==> config.mk <==
export PLATFORM = sky130hd
export DESIGN_NAME = sync_fifo_flex
export DESIGN_NICKNAME = d
export VERILOG_FILES = /design/src/rtl/sync_fifo_flex.sv
export SDC_FILE = /design/constraint.sdc
export NUM_CORES = 1
export LEC_CHECK = 0
export BUFFER_PORTS_ARGS = -buffer_cell sky130_fd_sc_hd__buf_2
export CAP_MARGIN = 40
export CORE_ASPECT_RATIO = 0.7
export CORE_MARGIN = 10
export CORE_UTILIZATION = 50
export CTS_CLUSTER_SIZE = 12
export DETAILED_ROUTE_END_ITERATION = 16
export HOLD_SLACK_MARGIN = 0.1
export PLACE_DENSITY = 0.65
export SYNTH_ARGS = -nofsm -noshare
export SYNTH_HDL_FRONTEND = slang
export SYNTH_SLANG_ARGS = --single-unit
==> constraint.sdc <==
create_clock -name clk -period 3.4 [get_ports clk]
set_input_delay 0.34 -clock clk [delete_from_list [all_inputs] [get_ports clk]]
set_output_delay 0.34 -clock clk [all_outputs]
set_load 0.1 [all_outputs]
==> src/rtl/sync_fifo_flex.sv <==
// rtl/sync_fifo_flex.sv - single-clock FIFO with standard/FWFT read, occupancy count and sticky errors
module sync_fifo_flex #(
  parameter int DATA_WIDTH = 8,
  parameter int ADDR_WIDTH = 4,
  parameter int RESERVE    = 0,
  parameter int AE_LEVEL   = 1,
  parameter int FWFT       = 0
) (
  input  logic                  clk,
  input  logic                  rst,
  input  logic                  flush,
  input  logic                  wr_en,
  input  logic [DATA_WIDTH-1:0] wr_data,
  output logic                  full,
  input  logic                  rd_en,
  output logic [DATA_WIDTH-1:0] rd_data,
  output logic                  empty,
  output logic                  has_data,
  output logic                  almost_empty,
  output logic [ADDR_WIDTH:0]   count,
  output logic                  overflow,
  output logic                  underflow
);

  localparam int DEPTH      = 1 << ADDR_WIDTH;
  localparam int FULL_LEVEL = DEPTH - RESERVE;

  localparam logic [ADDR_WIDTH:0] DEPTH_C = DEPTH[ADDR_WIDTH:0];
  localparam logic [ADDR_WIDTH:0] FULL_C  = FULL_LEVEL[ADDR_WIDTH:0];
  localparam logic [ADDR_WIDTH:0] AE_C    = AE_LEVEL[ADDR_WIDTH:0];
  localparam logic [ADDR_WIDTH:0] ONE     = {{ADDR_WIDTH{1'b0}}, 1'b1};

  logic [DATA_WIDTH-1:0] mem [DEPTH];

  logic [ADDR_WIDTH:0] wr_ptr;
  logic [ADDR_WIDTH:0] rd_ptr;
  logic [ADDR_WIDTH:0] mem_count;
  logic [ADDR_WIDTH:0] count_nxt;
  logic                out_valid;
  logic                out_valid_nxt;
  logic                wr_acc;
  logic                rd_acc;
  logic                mem_rd;

  // count includes the FWFT output register, so the storage array never exceeds DEPTH entries
  always_comb begin
    mem_count = wr_ptr - rd_ptr;
    wr_acc    = wr_en && (count < DEPTH_C);
    if (FWFT != 0) begin
      rd_acc        = rd_en && out_valid;
      mem_rd        = (mem_count != '0) && (!out_valid || rd_acc);
      out_valid_nxt = mem_rd || (out_valid && !rd_acc);
    end else begin
      rd_acc        = rd_en && (count != '0);
      mem_rd        = rd_acc;
      out_valid_nxt = 1'b0;
    end
    count_nxt = count;
    if (wr_acc && !rd_acc) begin
      count_nxt = count + ONE;
    end else if (rd_acc && !wr_acc) begin
      count_nxt = count - ONE;
    end
  end

  always_ff @(posedge clk) begin
    if (wr_acc && !rst && !flush) begin
      mem[wr_ptr[ADDR_WIDTH-1:0]] <= wr_data;
    end
  end

  always_ff @(posedge clk) begin
    if (rst || flush) begin
      wr_ptr       <= '0;
      rd_ptr       <= '0;
      count        <= '0;
      out_valid    <= 1'b0;
      rd_data      <= '0;
      full         <= 1'b0;
      empty        <= 1'b1;
      has_data     <= 1'b0;
      almost_empty <= 1'b1;
      if (rst) begin
        overflow  <= 1'b0;
        underflow <= 1'b0;
      end
    end else begin
      if (wr_acc) begin
        wr_ptr <= wr_ptr + ONE;
      end
      if (mem_rd) begin
        rd_ptr  <= rd_ptr + ONE;
        rd_data <= mem[rd_ptr[ADDR_WIDTH-1:0]];
      end
      count        <= count_nxt;
      full         <= (count_nxt >= FULL_C);
      almost_empty <= (count_nxt <= AE_C);
      out_valid    <= out_valid_nxt;
      if (FWFT != 0) begin
        empty    <= !out_valid_nxt;
        has_data <= out_valid_nxt;
      end else begin
        empty    <= (count_nxt == '0);
        has_data <= (count_nxt != '0);
      end
      if (wr_en && !wr_acc) begin
        overflow <= 1'b1;
      end
      if (rd_en && !rd_acc) begin
        underflow <= 1'b1;
      end
    end
  end

endmodule

# Yosys cells after proc, flatten, opt, wreduce, memory -nomap -nowiden

Memory sizes are Yosys's and may differ from the RTL's. A register that Yosys moved wholly into a read port is not among the register bits.
Cells that the tools add are included.

Memory bits (writable): 128
Memories kept: 1
Logic and storage cells: 47
Input bits: 13
Output and inout port bits: 19
Register bits after elaboration: 21

Muxes and demuxes: 9
Equality and inequality tests: 1
Magnitude comparators: 3
Reduce and logical (&&, ||, !) cells: 20
Add/sub/neg operators: 4

Memory list:

| memory | words | bits a word | read ports | clocked after Yosys merged registers in | wr ports | line | source |
|---|---|---|---|---|---|---|---|
| mem    | 16    | 8           | 1          | 1                                       | 1        | 33   | `logic [DATA_WIDTH-1:0] mem [DEPTH];` |

Operator list:

| cell                                                                   | count |
|---|---|
| 5-bit by 1-bit adder with 5-bit output (second input constant)         | 3 |
| 5-bit two-way mux                                                      | 2 |
| 5-bit nonzero test                                                     | 2 |
| 1-bit logical AND                                                      | 8 |
| 1-bit two-way mux                                                      | 7 |
| 5-bit >= comparator (second input constant)                            | 1 |
| 5-bit by 1-bit <= comparator with 1-bit output (second input constant) | 1 |
| 5-bit logical NOT                                                      | 1 |
| 5-bit less-than comparator (second input constant)                     | 1 |
| 5-bit by 1-bit subtractor with 5-bit output (second input constant)    | 1 |
| 1-bit logical NOT                                                      | 4 |
| 2-bit AND reduction                                                    | 2 |
| 2-bit nonzero test                                                     | 2 |
| 2-bit != test (second input constant)                                  | 1 |
| 1-bit logical OR                                                       | 1 |

# Depth between registers and ports, before layout

Depth after elaboration: 7
Gate-level depth with buffers: 9
Gate-level depth less buffers: 7

# Least setup slack after synthesis

No wires, ideal clock.

Kind: register to register
Start: register count[1]
End: register has_data
Path slack: 0.694 ns
Library setup time: 0.120 ns
Cell stages (with the launch flop): 8
Arrival time: 2.586 ns
Data required time: 3.280 ns
Path buffers: 0
Clock period less this slack: 2.706 ns
Path through: dfxtp_1 > inv_1 > ha_1 > nor4b_2 > o2111a_1 > a2111oi_2 > nand2_1 > o31a_1

Longest elaborated chain between the ends: 7
Elaborated cells on any way between the ends: 13
Classes of those cells: 2 x add/sub; 1 x order compare; 2 x mux; 8 x reduce/logical

RTL lines:

| element                    | line | source |
|---|---|---|
| from (decl)                | 20   | `output logic [ADDR_WIDTH:0] count,` |
| from (signal assigned)     | 95   | `count <= count_nxt;` |
| 5-bit less-than comparator | 48   | `wr_acc = wr_en && (count < DEPTH_C);` |
| 1-bit logical AND          | 48   |  |
| 1-bit logical NOT          | 61   | `end else if (rd_acc && !wr_acc) begin` |
| 1-bit logical AND          | 61   |  |
| 5-bit two-way mux          | 61   |  |
| 5-bit two-way mux *        | 59   | `if (wr_acc && !rd_acc) begin` |
| 5-bit nonzero test *       | 104  | `has_data <= (count_nxt != '0);` |
| to (signal assigned)       | 101  | `has_data <= out_valid_nxt;` |
| to (signal assigned)       | 104  |  |
| to (decl)                  | 18   | `output logic has_data,` |

Mark *: on every way between the ends. The rest lies on a longest branch, timed or not.
A chain may end at the register's enable or synchronous reset.

# Worst setup path after layout

Ends and elaborated chain as after synthesis.

==> flow_summary.json <==
{
  "io_pins": 32,
  "cts.sinks": 154,
  "vias": 3327,
  "core_um2": 11900,
  "grt-ovfl-total": 0,
  "antenna_found_initial": 0,
  "fin_crit_ps": 2410,
  "grt_max_degree": 36,
  "grt_pass1_vias": 3276,
  "dp_hpwl_um": 8540,
  "drt-initial-drc-count": 331,
  "critPathLaunchType": "flop",
  "core.rowCount": 33,
  "cts_tree": "built",
  "setup_tns_ps": 0,
  "finalClockSkew_ps": 11.8,
  "post-cts-setup-buffer-count": 0,
  "min_path_type": "in -> reg",
  "seq_area_frac_synth_pct": 71.0,
  "synth_most_common_cell": "edfxtp_1",
  "detail-route-antenna-nets": 0,
  "fillers": 903,
  "syn_nets": 380,
  "cts_buffers": 17,
  "crit_path_end_kind": "flop",
  "avgSynthCellArea_um2": 17.1,
  "irDropWorstVdd_v": 0.000363,
  "ys.flop_type": "edfxtp_1",
  "clk_pin_slew_ps": 70,
  "nets": 418,
  "maxCapViolations": 0,
  "io_buffers": 31,
  "finalSetupViolCount": 0,
  "antennaDiodeCount": 0,
  "final_hold_viol_count": 0,
  "path_max_fanout": 18,
  "tightestPinTransition_ps": 852,
  "ys_top_cells_by_count": "edfxtp_1 (130), nor2_1 (40), mux4_2 (32)",
  "netlist_area_um2": 6170,
  "worstSetupStartpoint": "count[1]$_SDFF_PN0_",
  "rsz0062_at_grt": "no",
  "clockBufferDepth": 2,
  "die_w_um": 153,
  "start_util_pct": 51.9,
  "relSlewSlack_pct": 43.0,
  "cp_data_arrival_time_ps": 2710,
  "place_inst": 536,
  "synth_top_cell_area_share_pct": 63.2,
  "p_leak_nw": 2.34,
  "post-route-drc-count": 0,
  "gp_congestion": 0.865,
  "ys_types": 48,
  "ctsRootBufferMaster": "clkbuf_16",
  "clock_latency_ps": 420,
  "syn2layout_area_growth_pct": 14.8,
  "synth_edf_count": 130,
  "via_per_inst": 5.86,
  "cts_hold_repair.buffers": 0,
  "required_ps": 3700,
  "fmax_mhz": 416,
  "dpl_cell_area_um2": 6490,
  "timing.rr.start": "count[1]$_SDFF_PN0_",
  "ys_ff_latch": 154,
  "crit_type": "reg -> reg",
  "wire_per_inst_um": 23.1,
  "p_per_area_nw_per_um2": 590,
  "drt_wl_total_um": 13100,
  "grt_first_pass_wirelength_um": 20000,
  "dr.pass1.iters": 4,
  "synth_top_cell_by_area": "edfxtp_1",
  "die_y_um": 113,
  "postLayoutCellArea_um2": 7080,
  "yosys_warnings": 0,
  "synth_area_leaders": "edfxtp_1 (63%), mux4_2 (12%), dfxtp_1 (7.8%)",
  "grt_usage_pct": 15.4,
  "drv_slew": 0,
  "final_cells": 568,
  "drive_above_1_share_pct": 27.7,
  "cts_max_level": 4,
  "worstHoldStart": "rst",
  "cts_resized": 0,
  "async_flop_share_pct": 0,
  "dieArea_um2": 17300,
  "status": "finished clean",
  "synthCells": 360,
  "timing.final.crit_share_pct": 70.8
}
[registers in the layout, indices dropped and copies added, names as in the netlist]
| register | cells |
|---|---|
| rd_ptr | 4 |
| underflow | 1 |
| full | 1 |
| overflow | 1 |
| wr_ptr | 4 |
| has_data | 1 |
| almost_empty | 1 |
| count | 4 |
| rd_data | 8 |
| empty | 1 |
| mem | 128 |
[cell type report]
cell class / instances / area [um2] / area share, %
clock inverter: 13 / 143 / 2.01
timing repair buffer: 39 / 228 / 3.21
sequential: 154 / 4390 / 61.9
multi-input combinational: 177 / 1650 / 23.2
clock buffer: 19 / 453 / 6.39
tap: 157 / 196 / 2.77
inverter: 9 / 33.8 / 0.477
[layout by cell type (no fill, tap or decap), types with 4 or more instances in the layout]
cell type,instances
edfxtp_1,130
nor2_1,40
mux4_2,32
buf_2,31
dfxtp_1,23
a21oi_1,18
a22oi_1,17
clkbuf_16,17
nand2_1,14
inv_1,7
ha_1,7
buf_4,7
xor2_1,5
xnor2_1,4
clkinvlp_4,4
[critical path: stages (launching register included)]
cell and delay [ps]:
dfxtp_1 380, inv_1 120, ha_1 240, or3b_1 500, o21ai_4 480, xnor2_1 200, nand2_1 90, o31a_1 280
[power by group]
part,total (mW),internal [mW],switching [mW]
logic,0.221,0.0579,0.163
clock network,1.89,1.12,0.767
registers,2.07,2.06,0.00833
[logic make-up after synthesis]
family | after synthesis | share of synthesized area, %
AND/OR/NAND/NOR | 74 | 5.82
AO/OA/AOI/OAI | 55 | 6.47
adder cells (fa/ha/maj) | 7 | 1.42
buffers and inverters | 29 | 2.31
flip-flops | 154 | 71.0
XOR/XNOR | 9 | 1.28
multiplexers | 32 | 11.7
[worst paths after layout]
check                                  to  cells past startpoint  slack [ps]
setup / recovery      has_data$_SDFF_PN0_                      7         990
hold / removal         overflow$_DFFE_PP_                      2         240
setup reg to reg      has_data$_SDFF_PN0_                      7         990
hold reg to reg   rd_data[6]$_SDFFE_PN0P_                      2         500
[metrics by stage]
stage | setup WS [ps] | hold slack (ps) | util, % | power [mW]
2_1_floorplan | 694 | 439 | - | 2.26
3_3_place_gp | 1130 | 466 | 54.6 | 2.32
3_5_place_dp | 1070 | 480 | 54.6 | 2.33
4_1_cts | 1020 | 224 | 59.6 | 4.19
5_1_grt | 876 | 244 | 59.6 | 4.30
6_report | 994 | 236 | 59.6 | 4.18
[metal layers]
metal  vias to the layer above  global-route usage, %  routed length, um
li1                       1493                      -                  -
met1                      1719                   22.3               6320
met2                       102                   21.0               5690
met3                        13                   5.64               1010
met4                         0                   4.56                124
met5                         -                      0                  0
No activity file was read; power rests on OpenSTA's default activity.
